<file path="src/rtl/tmds_decoder.sv">
// TMDS receive channel: finds the 10-bit word boundary by sliding a window over two
// consecutive deserialized words, then decodes aligned words to control tokens or pixels.
module tmds_decoder #(
  parameter int unsigned CTRL_RUN = 8,
  parameter int unsigned TIMEOUT  = 4096
) (
  input  logic       clk_pix,
  input  logic       rst_pix,
  input  logic [9:0] din,
  output logic       de,
  output logic [1:0] ctrl,
  output logic [7:0] data,
  output logic       locked,
  output logic [3:0] offset
);

  localparam int unsigned RunW = $clog2(CTRL_RUN + 1);
  localparam int unsigned TmoW = (TIMEOUT > 1) ? $clog2(TIMEOUT) : 1;

  localparam logic [0:0] StSearch = 1'b0;
  localparam logic [0:0] StLocked = 1'b1;

  logic [9:0]      din_prev_q;
  logic [9:0]      aligned_q, aligned_d;
  logic [19:0]     hist, hist_sh;
  logic [RunW-1:0] run_q, run_d;
  logic [TmoW-1:0] tmo_q, tmo_d;
  logic [0:0]      state_q, state_d;
  logic [3:0]      offset_q, offset_d;
  logic            de_q, de_d;
  logic [1:0]      ctrl_q, ctrl_d;
  logic [7:0]      data_q, data_d;
  logic            locked_q, lock_d;

  logic            is_tok;
  logic [1:0]      tok_val;
  logic            run_done;
  logic            tmo_exp;
  logic            slip;
  logic [7:0]      qm;
  logic [7:0]      pix;

  // Earlier bits sit low, so offset 0 selects the previous word intact.
  assign hist      = {din, din_prev_q};
  assign hist_sh   = hist >> offset_q;
  assign aligned_d = hist_sh[9:0];

  always_comb begin
    is_tok  = 1'b1;
    tok_val = 2'b00;
    case (aligned_q)
      10'h354: tok_val = 2'b00;
      10'h0AB: tok_val = 2'b01;
      10'h154: tok_val = 2'b10;
      10'h2AB: tok_val = 2'b11;
      default: is_tok = 1'b0;
    endcase
  end

  assign run_done = is_tok && (run_q == RunW'(CTRL_RUN - 1));
  assign tmo_exp  = (tmo_q == TmoW'(TIMEOUT - 1));
  // A completed run proves the current offset, so it overrides an expiring timeout.
  assign slip     = tmo_exp && !run_done;

  always_comb begin
    run_d = run_q;
    if (slip || !is_tok) begin
      run_d = '0;
    end else if (run_q != RunW'(CTRL_RUN)) begin
      run_d = run_q + 1'b1;
    end
  end

  always_comb begin
    tmo_d    = (slip || run_done) ? '0 : tmo_q + 1'b1;
    offset_d = offset_q;
    if (slip) begin
      offset_d = (offset_q == 4'd9) ? 4'd0 : offset_q + 4'd1;
    end
    state_d = state_q;
    if (run_done) begin
      state_d = StLocked;
    end else if (slip) begin
      state_d = StSearch;
    end
  end

  always_comb begin
    qm     = aligned_q[9] ? ~aligned_q[7:0] : aligned_q[7:0];
    pix    = '0;
    pix[0] = qm[0];
    for (int i = 1; i < 8; i++) begin
      pix[i] = aligned_q[8] ? (qm[i] ^ qm[i-1]) : ~(qm[i] ^ qm[i-1]);
    end
  end

  // Outputs follow the next lock state so they go idle on the same edge locked falls.
  always_comb begin
    lock_d = (state_d == StLocked);
    de_d   = lock_d && !is_tok;
    ctrl_d = ctrl_q;
    data_d = '0;
    if (!lock_d) begin
      ctrl_d = 2'b00;
    end else if (is_tok) begin
      ctrl_d = tok_val;
    end else begin
      data_d = pix;
    end
  end

  always_ff @(posedge clk_pix) begin
    if (rst_pix) begin
      din_prev_q <= '0;
      aligned_q  <= '0;
      run_q      <= '0;
      tmo_q      <= '0;
      state_q    <= StSearch;
      offset_q   <= '0;
      de_q       <= 1'b0;
      ctrl_q     <= 2'b00;
      data_q     <= '0;
      locked_q   <= 1'b0;
    end else begin
      din_prev_q <= din;
      aligned_q  <= aligned_d;
      run_q      <= run_d;
      tmo_q      <= tmo_d;
      state_q    <= state_d;
      offset_q   <= offset_d;
      de_q       <= de_d;
      ctrl_q     <= ctrl_d;
      data_q     <= data_d;
      locked_q   <= lock_d;
    end
  end

  assign de     = de_q;
  assign ctrl   = ctrl_q;
  assign data   = data_q;
  assign locked = locked_q;
  assign offset = offset_q;

endmodule

</file>
<file path="config.mk">
export PLATFORM = sky130hd
export DESIGN_NAME = tmds_decoder
export DESIGN_NICKNAME = d
export VERILOG_FILES = /design/src/rtl/tmds_decoder.sv
export SDC_FILE = /design/constraint.sdc
export NUM_CORES = 1
export LEC_CHECK = 0
export ABC_CLOCK_PERIOD_IN_PS = 1600
export BUFFER_PORTS_ARGS = -buffer_cell sky130_fd_sc_hd__buf_2
export CAP_MARGIN = 20
export CELL_PAD_IN_SITES_DETAIL_PLACEMENT = 0
export CELL_PAD_IN_SITES_GLOBAL_PLACEMENT = 2
export CORE_UTILIZATION = 30
export DETAILED_ROUTE_END_ITERATION = 16
export HOLD_SLACK_MARGIN = 0.08
export PLACE_DENSITY = 0.81
export SLEW_MARGIN = 20
export SYNTH_ARGS = -nofsm -noshare
export SYNTH_HDL_FRONTEND = slang
export SYNTH_SLANG_ARGS = --single-unit
</file>
<file path="constraint.sdc">
create_clock -name clk_pix -period 1.6 [get_ports clk_pix]
set_input_delay 0.16 -clock clk_pix [delete_from_list [all_inputs] [get_ports clk_pix]]
set_output_delay 0.16 -clock clk_pix [all_outputs]
set_load 0.03 [all_outputs]
</file>
After elaboration in Yosys (flattened, before gate mapping)
Index checks and enable logic that the tools add are counted. W data, S select, Z words.

Add/sub/neg operators: 3. Equality and inequality tests: 8. Shift operators: 1. Mux-type cells: 13. Bitwise operators: 16. Reductions and logical operators: 12.

Operators by type and width (number): $eq A10 B10 Y1 const B (2); $shr A20 B4 Y10 (1); $add A12 B1 Y12 const B (1); $eq A12 B12 Y1 const B (1); $eq A10 B8 Y1 const B (1); $eq A10 B9 Y1 const B (1); $mux W1 (10); $add A4 B1 Y4 const B (2); $mux W8 (1); $not A1 Y1 (8); $not A8 Y8 (1); $xor A1 B1 Y1 (7); $pmux W2 S3 (1); $reduce_or A2 Y1 (3); $eq A4 B3 Y1 const B (1); $eq A4 B4 Y1 const B (1); $mux W4 (1); $ne A4 B4 Y1 const B (1); $reduce_or A4 Y1 (1); $logic_and A1 B1 Y1 (3); $reduce_or A3 Y1 (1); $logic_not A1 Y1 (2); $logic_or A1 B1 Y1 (2).

Bits in registers: 52. Input bits: 12. Output and inout bits: 16. Word-level logic and storage cells: 62.

Logic depth before layout (Yosys ltp)
Gate-level depths: netlist of the first run.

Depth after elaboration: 10. Gate-level depth with buffers: 8.

Worst setup path before layout of the first run
OpenSTA, ideal clock, no wires.

Path type: reg2reg. From: reg offset_q[1] (netlist: offset[1]). To: reg aligned_q[0]. Library setup time: 0.131 ns. Arrival: 1.641 ns. Path slack: -0.173 ns. Cell stages (with the launch flop): 8. Cell sequence: dfxtp_1 -> buf_2 -> buf_2 -> mux2i_1 -> nand2_1 -> and3_1 -> a31oi_1 -> o22ai_1.

Word-level cells in the longest chain between the ends: 1.

Ends and longest elaborated chain: start: declaration (RTL line 29) `logic [3:0] offset_q, offset_d;`; start signal: assignment (RTL line 130) `offset_q <= offset_d;`; $shr A20 B4 Y10 (RTL line 45) `assign hist_sh = hist >> offset_q;`; end signal: assignment (RTL line 126) `aligned_q <= aligned_d;`; end: declaration (RTL line 24) `logic [9:0] aligned_q, aligned_d;`.

No other way between the ends. A chain may end at the register's enable or synchronous reset.

Worst setup path in the final report of the first run
From: reg aligned_q[1]. To: reg ctrl_q[0] (netlist: ctrl[0]).

Word-level cells in the longest chain between the ends: 10. Elaborated cells on any way between the ends: 14.

Ends and longest elaborated chain: $eq A10 B10 Y1 (tied with other cells) (RTL line 51) `case (aligned_q)`; $reduce_or A4 Y1 (no source line); $mux W1 (RTL line 51); $logic_and A1 B1 Y1 (RTL line 60) `assign run_done = is_tok && (run_q == RunW'(CTRL_RUN - 1));`; $logic_not A1 Y1 (RTL line 63) `assign slip = tmo_exp && !run_done;`; $logic_and A1 B1 Y1 (RTL line 63); $mux W1 (RTL line 83) `end else if (slip) begin`; $mux W1 (RTL line 81) `if (run_done) begin`; $not A1 Y1 (no source line); $reduce_or A2 Y1 (no source line); end signal: assignment (RTL line 132) `ctrl_q <= ctrl_d;`; end: declaration (RTL line 31) `logic [1:0] ctrl_q, ctrl_d;`.

Several ways; a longest one is shown, not always the timed one.

==> flow_summary.toml, run 1 <==
[timing]
fin_crit_ns = 1.61
final-hold-violation-count = 0
worstMarginPinSlew_ns = 0.356
maxSlewViolCount = 0
setup_viol = 2
fin_skew_ns = 0.0165
rsz0062_at_grt = "yes"
relSlewSlack_pct = 76.0
max_freq_mhz = 622
finalCritPeriodShare_pct = 100
fin_ws_ns = -0.00781

[logic_synthesis]
seq_area_frac_synth_pct = 39.6
synthArstFlopShare_pct = 0
netlist.top_cell.by_area = "dfxtp_1"
synth_top_area_share_pct = 39.6
ys_seq_elements = 52
synthesis.nets = 302
netlist_top_cells_area = "dfxtp_1 40%, mux2i_1 8.4%, xnor2_1 4.7%, nor2_1 4.6%, nand2_1 3.7%"
netlist_area_um2 = 2630
postSynthCellCount = 285
yosys_most_used_dff = "dfxtp_1"
ys_types = 52
syn_avg_cell_area_um2 = 9.22
synth_edf_count = 0
yosysWarningCount = 0

[worst_setup_path]
path_cells = "ha_4 -> and4bb_2 -> nand2_4 -> a211o_4 -> a21oi_4 -> a21boi_2"
endpoint_kind = "register"
start_kind = "register"
critPathKind = "reg -> reg"
crit_buf_inv = 0
worst_ep_required_time_ns = 1.85
worst_path_largest_cell_delay_ns = 0.38
cp_slowest_cell = "dfxtp_4"
cp.arrival_ns = 1.85
cp_top_family = "compound AO/OA/AOI/OAI gates"
critPathMaxFanout = 4

[final_layout]
final_util_pct = 40.3
diodes = 0
final_common_cell = "dfxtp_1"
mostFrequentLayoutCells = "45 x dfxtp_1, 34 x buf_4, 28 x nor2_1, 27 x buf_2, 26 x nand2_1"
areaGrowthSynthToFinish_pct = 27.8
n_fill_cell = 858
drive_above_1_share_pct = 32.7
final_net_count = 358
design_area_um2 = 3360

[placed_design]
dpl_cell_area_um2 = 3080
place_congestion = 0.820
io_buffers = 27
hpwlAfterDp_um = 4510

[detailed_routing]
firstDrtPassIters = 4
post_drt_via_cell_ratio = 4.76
ant_nets = 0
avgRoutedWirePerCell_um = 13.1
drc = 0
vias = 2127
drt_iter0_markers = 51
wirelength_um = 5870

[power]
comb_power_share_pct = 7.9
power_mw = 2.64
powerDensity_nw_per_um2 = 786
power_frac_seq_pct = 50.7
swShare_pct = 22.2
switchingPower_mw = 0.587
power.internal_mw = 2.05
pwr-share-clk_pct = 41.3
ir_worst_vdd_mv = 0.546
leakage_nw = 1.42

[clock_tree]
htreeDepth = 2
clock_latency_ns = 0.31
numCtsBuffers = 5
cts_root_buf = "clkbuf_8"
hold_buffers = 0
clk_path_buf_depth = 2
clock_sinks = 52
cts_tree = "yes"
path_clk_slew_ns = 0.10

[floorplanning]
placementRows = 33
io_pins = 28
die_area_um2 = 9140
core_area_um2 = 8340
die_x_um = 95.6
dieHeight_um = 95.6
initial_utilization_pct = 31.5

[global_route]
grt_pass1_wl_um = 9740
antenna_found_initial = 0
overflow = 0
grt_pass1_vias = 2060
grt_max_degree = 18
grtUsageTotal_pct = 13.8

[outcome]
violations = "setup timing"
outcome = "finished, violations left"

[min_path]
hold_class = "in -> reg"

[job]
max_cap_violations = 0
[state kept, by name, indices dropped and copies added (netlist names)]
register / flops
ctrl: 2
de: 1
offset: 4
locked: 1
tmo_q: 12
aligned_q: 10
data: 8
run_q: 4
din_prev_q: 10
[worst register-to-register path, cell delays in order (launching register included)]
cell and delay (ns):
dfxtp_4 0.38, ha_4 0.12, and4bb_2 0.25, nand2_4 0.07, a211o_4 0.38, a21oi_4 0.19, a21boi_2 0.16
[synth_stat cells, drive strengths merged, types with 3 or more instances]
cell type  count
inv            9
xor2          11
ha             5
nor3           3
o21ai         10
a21oi         13
o22ai          6
mux4           4
xnor2         14
dfxtp         52
nand4          5
and4bb         3
nor2          32
nand3          9
mux2i         22
buf            9
clkbuf         5
mux2           5
nand2         27
nor2b         11
[metal layers]
| metal | up-vias | GRT usage (%) | routed length [um] |
|---|---|---|---|
| li1 | 1105 | - | - |
| met1 | 982 | 17.5 | 2830 |
| met2 | 38 | 24.0 | 2800 |
| met3 | 2 | 2.71 | 211 |
| met4 | 0 | 2.99 | 30 |
| met5 | - | 0 | 0 |
[power groups by stage]
stage                     clock (mW)  combinational (mW)  sequential, mW
after floorplan                    0               0.128            1.37
after CTS                       1.12               0.204            1.34
final                           1.09               0.209            1.34
after global routing            1.18               0.235            1.34
after detailed placement           0               0.202            1.37
after global placement             0               0.200            1.37
[kinds of logic after synthesis]
logic type,count (synthesis),share of synthesized area [%]
simple gates,104,20.9
flops,52,39.6
fa+ha+maj,5,2.38
buf+inv,24,4.05
mux,31,13.9
compound gates,44,10.8
xor+xnor,25,8.33
[path summary, 6_finish.rpt]
check,start,to,slack [ns],cells past startpoint
hold / removal,din[0],din_prev_q[0]$_SDFF_PP0_,0.10,2
setup reg to reg,aligned_q[1]$_SDFF_PP0_,ctrl[0]$_SDFFE_PP0N_,-0.008,6
setup / recovery,aligned_q[1]$_SDFF_PP0_,ctrl[0]$_SDFFE_PP0N_,-0.008,6
hold reg to reg,tmo_q[0]$_SDFF_PP0_,tmo_q[0]$_SDFF_PP0_,0.43,1
[timing repair]
action | CTS | global route
pin swaps | 2 | 12
endpoints found under the hold margin | 0 | 0
resized for setup | 7 | 27
endpoints found under the setup margin | 25 | 19
setup buffers | 0 | 4
[through the flow]
step                std cells  TNS (ns)  worst slack [ns]  hold slack [ns]
global route              447    -0.425           -0.0652            0.119
finish                    447  -0.00936          -0.00781            0.104
detailed placement        435    -0.395           -0.0579            0.417
global placement          435   -0.0522           -0.0403            0.415
floorplan                 285  -0.00297          -0.00216            0.232
CTS                       443   -0.0871           -0.0259           0.0951
[area by class of cell]
class / count / area (um2) / share of cell area, %
multi-input cells: 209 / 1570 / 46.7
flip-flops and latches: 52 / 1060 / 31.5
repair buffers: 63 / 422 / 12.5
well taps: 105 / 131 / 3.91
clock buffers: 5 / 68.8 / 2.05
clock inverters: 3 / 68.8 / 2.05
inverters: 10 / 40.0 / 1.19
Note: power is estimated with default switching activity, not from simulation.
==> inputs of run 2 (changes only) <==
--- a/config.mk
+++ b/config.mk
@@ -11,9 +11,11 @@
 export CELL_PAD_IN_SITES_DETAIL_PLACEMENT = 0
 export CELL_PAD_IN_SITES_GLOBAL_PLACEMENT = 2
 export CORE_UTILIZATION = 30
+export CTS_CLUSTER_DIAMETER = 120
 export DETAILED_ROUTE_END_ITERATION = 16
 export HOLD_SLACK_MARGIN = 0.08
 export PLACE_DENSITY = 0.81
+export SETUP_SLACK_MARGIN = 0.5
 export SLEW_MARGIN = 20
 export SYNTH_ARGS = -nofsm -noshare
 export SYNTH_HDL_FRONTEND = slang
==> run 2 against run 1 <==
  * Critical path type unchanged
  * Combinational power up 9.6%
  * The flow now finishes without violations
  * Flip-flop and latch count did not move
  * Register-to-register slack about the same
  * Global-route usage increased by 0.23 points
  * Critical endpoint is now offset[2]$_SDFFE_PP0P_
  * Fmax up 0.71%
  * Sequential share of layout area shrank 1.7 points
  * Sequential power barely moved
==> flow_summary.toml, run 2 (same netlist as run 1, synthesis figures left out) <==
[floorplanning]
io_pins = 28
die_x_um = 95.6
core_area_um2 = 8340
placementRows = 33
die_area_um2 = 9140
initial_utilization_pct = 31.5
dieHeight_um = 95.6

[worst_setup_path]
reg2reg_depth = 6
reg2reg_from = "aligned_q[0]$_SDFF_PP0_"
crit_path_start = "aligned_q[0]$_SDFF_PP0_"
critPathKind = "reg -> reg"
path_cells = "ha_4 -> and4bb_2 -> nand2_4 -> a211oi_4 -> or4_1 -> a21oi_1"
crit_buf_inv = 0
start_kind = "register"
cp.arrival_ns = 1.85
critPathMaxFanout = 4
cp.depth = 6
crit_end = "offset[2]$_SDFFE_PP0P_"
worst_ep_required_time_ns = 1.86
r2r_slack_ns = 0.003
cp_top_family = "simple AND/OR/NAND/NOR gates"
worst_path_largest_cell_delay_ns = 0.47
endpoint_kind = "register"
r2r_end = "offset[2]$_SDFFE_PP0P_"
cp_slowest_cell = "or4_1"

[outcome]
outcome = "finished clean"

[power]
comb_power_share_pct = 9.5
swShare_pct = 26.6
powerDensity_nw_per_um2 = 673
power_frac_seq_pct = 55.7
switchingPower_mw = 0.641
ir_worst_vdd_mv = 0.307
pwr-share-clk_pct = 34.8
leakage_nw = 1.47
power.internal_mw = 1.77
power_mw = 2.41

[final_layout]
final_util_pct = 42.9
regMostFlops = "tmo_q"
largest_reg_flops = 12
design_area_um2 = 3580
final_common_cell = "dfxtp_1"
drive_above_1_share_pct = 40.9
diodes = 0
mostFrequentLayoutCells = "40 x dfxtp_1, 37 x buf_4, 26 x nor2_1, 23 x nand2_1, 22 x buf_2"
reg.largest.list = "tmo_q x12, aligned_q x10, din_prev_q x10"
final_net_count = 368
areaGrowthSynthToFinish_pct = 36.0

[detailed_routing]
drt_iter0_markers = 56
drc = 0
firstDrtPassIters = 4
wirelength_um = 6010
post_drt_via_cell_ratio = 4.75
ant_nets = 0
avgRoutedWirePerCell_um = 13.1
vias = 2171

[timing]
fin_skew_ns = 0.0115
maxSlewViolCount = 0
setup_viol = 0
finalCritPeriodShare_pct = 99.8
fin_ws_ns = 0.00348
whs_ns = 0.109
fin_crit_ns = 1.60
worstMarginPinSlew_ns = 0.396
relSlewSlack_pct = 73.3
max_freq_mhz = 626
final-hold-violation-count = 0
rsz0062_at_grt = "yes"

[placed_design]
dpl_cell_area_um2 = 3080
io_buffers = 27
hpwlAfterDp_um = 4280
place_congestion = 0.738
place_ws_ns = -0.0515

[min_path]
hold_depth = 2
hold_class = "in -> reg"

[global_route]
overflow = 0
antenna_found_initial = 0
grt_pass1_wl_um = 9730
grt_max_degree = 20
grtUsageTotal_pct = 14.0
grt_pass1_vias = 2006

[clock_tree]
htreeDepth = 2
clk_path_buf_depth = 2
hold_buffers = 0
clock_latency_ns = 0.32
cts_root_buf = "clkbuf_8"
cts_tree = "yes"
path_clk_slew_ns = 0.11
numCtsBuffers = 5
clock_sinks = 52

[job]
max_cap_violations = 0
run 2: power groups by stage:
stage | clock [mW] | sequential, mW | combinational, mW
detailed placement | 0 | 1.37 | 0.207
CTS | 0.867 | 1.34 | 0.217
global placement | 0 | 1.37 | 0.205
finish | 0.837 | 1.34 | 0.229
global route | 0.921 | 1.35 | 0.252
floorplan | 0 | 1.37 | 0.134
run 2: final cells by class:
cell class,count,area [um2]
clock buffer,5,68.8
inverter,10,41.3
multi-input combinational,210,1700
tap,105,131
timing repair buffer,72,538
sequential,52,1070
fill,838,4760
clock inverter,3,28.8
run 2: per-stage QoR:
| stage | std cells | setup TNS (ns) |
|---|---|---|
| global placement | 427 | -0.203 |
| global route | 457 | -0.757 |
| CTS | 447 | 0 |
| floorplan | 285 | 0 |
| detailed placement | 427 | -0.333 |
| finish | 457 | 0 |
run 2: repair_timing:
item / in CTS / in global routing
cloned: 0 / 1
gates resized for setup: 36 / 31
pin swaps: 21 / 16
endpoints found under the setup margin: 46 / 47
setup buffers: 12 / 9
run 2: worst reg2reg max path, stage by stage, from the launching register on:
cell	delay, ns
dfxtp_4	0.37
ha_4	0.15
and4bb_2	0.23
nand2_4	0.09
a211oi_4	0.08
or4_1	0.47
a21oi_1	0.14
run 2: how the worst min path moves through the flow:
stage / from / end / slack (ns)
6_report: din[7] / din_prev_q[7]$_SDFF_PP0_ / 0.11
5_1_grt: din[6] / din_prev_q[6]$_SDFF_PP0_ / 0.10
4_1_cts: din[6] / din_prev_q[6]$_SDFF_PP0_ / 0.09
3_5_place_dp: din[7] / din_prev_q[7]$_SDFF_PP0_ / 0.43
3_3_place_gp: din[0] / din_prev_q[0]$_SDFF_PP0_ / 0.42
2_1_floorplan: rst_pix / din_prev_q[0]$_SDFF_PP0_ / 0.23
run 2: metal layers:
metal	wire length, um	track usage [%]
met1	2970	18.7
met2	2680	22.5
met3	272	2.71
met4	83	4.85
met5	0	0
==> inputs of run 3 (changes only) <==
--- a/config.mk
+++ b/config.mk
@@ -5,6 +5,7 @@
 export SDC_FILE = /design/constraint.sdc
 export NUM_CORES = 1
 export LEC_CHECK = 0
+export ABC_AREA = 1
 export ABC_CLOCK_PERIOD_IN_PS = 1600
 export BUFFER_PORTS_ARGS = -buffer_cell sky130_fd_sc_hd__buf_2
 export CAP_MARGIN = 20
@@ -14,7 +15,7 @@
 export CTS_CLUSTER_DIAMETER = 120
 export DETAILED_ROUTE_END_ITERATION = 16
 export HOLD_SLACK_MARGIN = 0.08
-export PLACE_DENSITY = 0.81
+export PLACE_DENSITY = 0.86
 export SETUP_SLACK_MARGIN = 0.5
 export SLEW_MARGIN = 20
 export SYNTH_ARGS = -nofsm -noshare
==> run 3 against run 2 <==
  * Sequential share of layout area down 6.4 points
  * Clock power down 5.3%
  * Non-clock buffer count down 2
  * Fmax up 13%
  * Die area up 9.7%
  * Combinational power up 31%
  * First-iteration DRC count up 110%
  * Cell count up 32%
  * Flip-flop and latch count unchanged
  * Worst hold slack worse by 0.015 ns
  * Register-to-register slack better by 0.18 ns
==> flow_summary.toml, run 3 <==
[outcome]
outcome = "finished clean"

[final_layout]
areaGrowthSynthToFinish_pct = 59.7
reg.largest.list = "tmo_q x12, aligned_q x10, din_prev_q x10"
drive_above_1_share_pct = 52.0
largest_reg_flops = 12
final_common_cell = "nand2_1"
ff_latch_area_um2 = 1080
mostFrequentLayoutCells = "49 x nand2_1, 38 x inv_1, 37 x dfxtp_1, 34 x nand3_1, 33 x nand3_2"
multi_input_area_um2 = 2310
n_fill_cell = 895
regMostFlops = "tmo_q"
design_area_um2 = 4610
final_net_count = 491
diodes = 0

[floorplanning]
core_area_um2 = 9280
io_pins = 28
placementRows = 35
die_x_um = 100
die_area_um2 = 10000
dieHeight_um = 100
initial_utilization_pct = 31.1

[timing]
finalSetupTns_ns = 0
relSlewSlack_pct = 68.3
final-hold-violation-count = 0
maxSlewViolCount = 0
rsz0062_at_grt = "yes"
fin_crit_ns = 1.41
finalCritPeriodShare_pct = 88.3
max_freq_mhz = 708
fin_skew_ns = 0.00605
worstMarginPinSlew_ns = 0.475
setup_viol = 0

[detailed_routing]
avgRoutedWirePerCell_um = 14.1
wirelength_um = 8530
firstDrtPassIters = 4
vias = 2843
post_drt_via_cell_ratio = 4.71
drc = 0
drt_iter0_markers = 116
ant_nets = 0

[min_path]
hold_class = "in -> reg"
hold_depth = 3

[global_route]
top_usage_layer = "met2"
antenna_found_initial = 0
grtUsageMet3_pct = 2.79
grtUsageTotal_pct = 17.2
grt_pass1_wl_um = 13800
overflow = 0
met2_usage_pct = 29.6
use_met1_pct = 22.7
grt_max_degree = 24
grt_pass1_vias = 2781

[logic_synthesis]
syn_avg_cell_area_um2 = 7.05
synth_top_area_share_pct = 36.0
postSynthCellCount = 410
netlist_area_um2 = 2890
netlist.top_cell.by_area = "dfxtp_1"
netlist_top_cells_area = "dfxtp_1 36%, nand3_1 14%, nand2_1 12%, inv_1 5.6%, xor2_1 5.2%"
synth_edf_count = 0
ys_seq_elements = 52
synthArstFlopShare_pct = 0
yosysWarningCount = 0
seq_area_frac_synth_pct = 36.0
synth.most_common_cell = "nand2_1"
yosys_most_used_dff = "dfxtp_1"
synthTopCellsByCount = "95 x nand2_1, 80 x nand3_1, 52 x dfxtp_1, 43 x inv_1, 37 x nor2_1"
synthesis.nets = 427
ys_types = 37

[clock_tree]
cts_root_buf = "clkbuf_8"
clock_sinks = 52
numCtsBuffers = 5
clock_latency_ns = 0.30
htreeDepth = 2
cts_tree = "yes"
clk_path_buf_depth = 2
path_clk_slew_ns = 0.10

[worst_setup_path]
start_kind = "register"
critPathMaxFanout = 7
cp.arrival_ns = 1.66
critPathKind = "reg -> reg"
reg2reg_depth = 10
worst_ep_required_time_ns = 1.85
endpoint_kind = "register"

[placed_design]
io_buffers = 27
hpwlAfterDp_um = 5380
place_congestion = 0.784
dpl_cell_area_um2 = 3400

[power]
powerDensity_nw_per_um2 = 530
leakage_nw = 1.91
ir_worst_vdd_mv = 0.454

[job]
max_cap_violations = 0
run 3: changes by cell type in the layout (fill, tap and decap cells not counted), moves of 11 or more:
cell / change
nand3_4: +15
mux2i_1: -14
inv_1: +31
nand3_2: +32
buf_4: -13
nand2_1: +26
nand2_2: +29
xnor2_1: -11
nor2b_1: -11
nand2_4: +14
nand3_1: +26
run 3: final cells by class:
class                           count  area share, %
Sequential cell                    52           23.5
Tap cell                          129           3.50
Inverter                           46           4.53
Clock inverter                      3          0.597
Multi-Input combinational cell    297           50.2
Timing Repair Buffer               70           15.5
Timing Repair inverter              2          0.786
Clock buffer                        5           1.49
run 3: path summary, 6_finish.rpt:
| kind | from | end | slack [ns] |
|---|---|---|---|
| worst min-delay path | din[6] | din_prev_q[6]$_SDFF_PP0_ | 0.09 |
| worst min register to register | tmo_q[6]$_SDFF_PP0_ | tmo_q[6]$_SDFF_PP0_ | 0.49 |
| worst max register to register | aligned_q[1]$_SDFF_PP0_ | tmo_q[0]$_SDFF_PP0_ | 0.19 |
| worst max-delay path | aligned_q[1]$_SDFF_PP0_ | tmo_q[0]$_SDFF_PP0_ | 0.19 |
run 3: cells by family (layout without fill, tap and decap cells):
family,Yosys count,after routing,synth area share [%]
buf+inv,61,126,9.05
xor+xnor,20,20,6.06
flops,52,52,36.0
fa+ha+maj,5,5,2.17
simple gates,246,246,41.0
compound gates,26,26,5.67
run 3: timing repair:
| item | in CTS | in global routing |
|---|---|---|
| hold endpoints to repair | 1 | 0 |
| endpoints found under the setup margin | 46 | 47 |
| resized for setup | 102 | 64 |
| gates cloned | 5 | 0 |
| hold buffers | 1 | 0 |
| buffers inserted | 27 | 5 |
| pin swaps | 31 | 39 |
run 3: per-layer routing:
metal	vias up	part of all wire, %
li1	1443	-
met1	1340	46
met2	56	51
met3	4	3.3
met4	0	0.53
met5	-	0
run 3: power by group:
group          internal, mW  total [mW]  switching (mW)
clock network         0.322       0.793           0.471
registers              1.31        1.35          0.0365
logic                 0.131       0.300           0.169
total                  1.77        2.44           0.676
run 3: critical path, cell delays in order (launching register included):
cell and delay, ns:
dfxtp_4 0.41, inv_4 0.04, ha_4 0.14, nand2_2 0.05, nor2_1 0.04, nand2_2 0.11
nand2_8 0.08, nand2_8 0.09, nand3_4 0.14, buf_12 0.19, nor2_4 0.06
run 3: stage by stage:
step | power, mW | hold WS [ns] | cells | util (%) | worst slack, ns
2_1_floorplan | 1.53 | 0.222 | 410 | - | 0.294
3_3_place_gp | 1.59 | 0.400 | 558 | 36.6 | 0.140
3_5_place_dp | 1.59 | 0.403 | 558 | 36.6 | 0.104
4_1_cts | 2.43 | 0.0844 | 599 | 46.5 | 0.191
5_1_grt | 2.57 | 0.0922 | 604 | 49.7 | 0.119
6_report | 2.44 | 0.0931 | 604 | 49.7 | 0.187
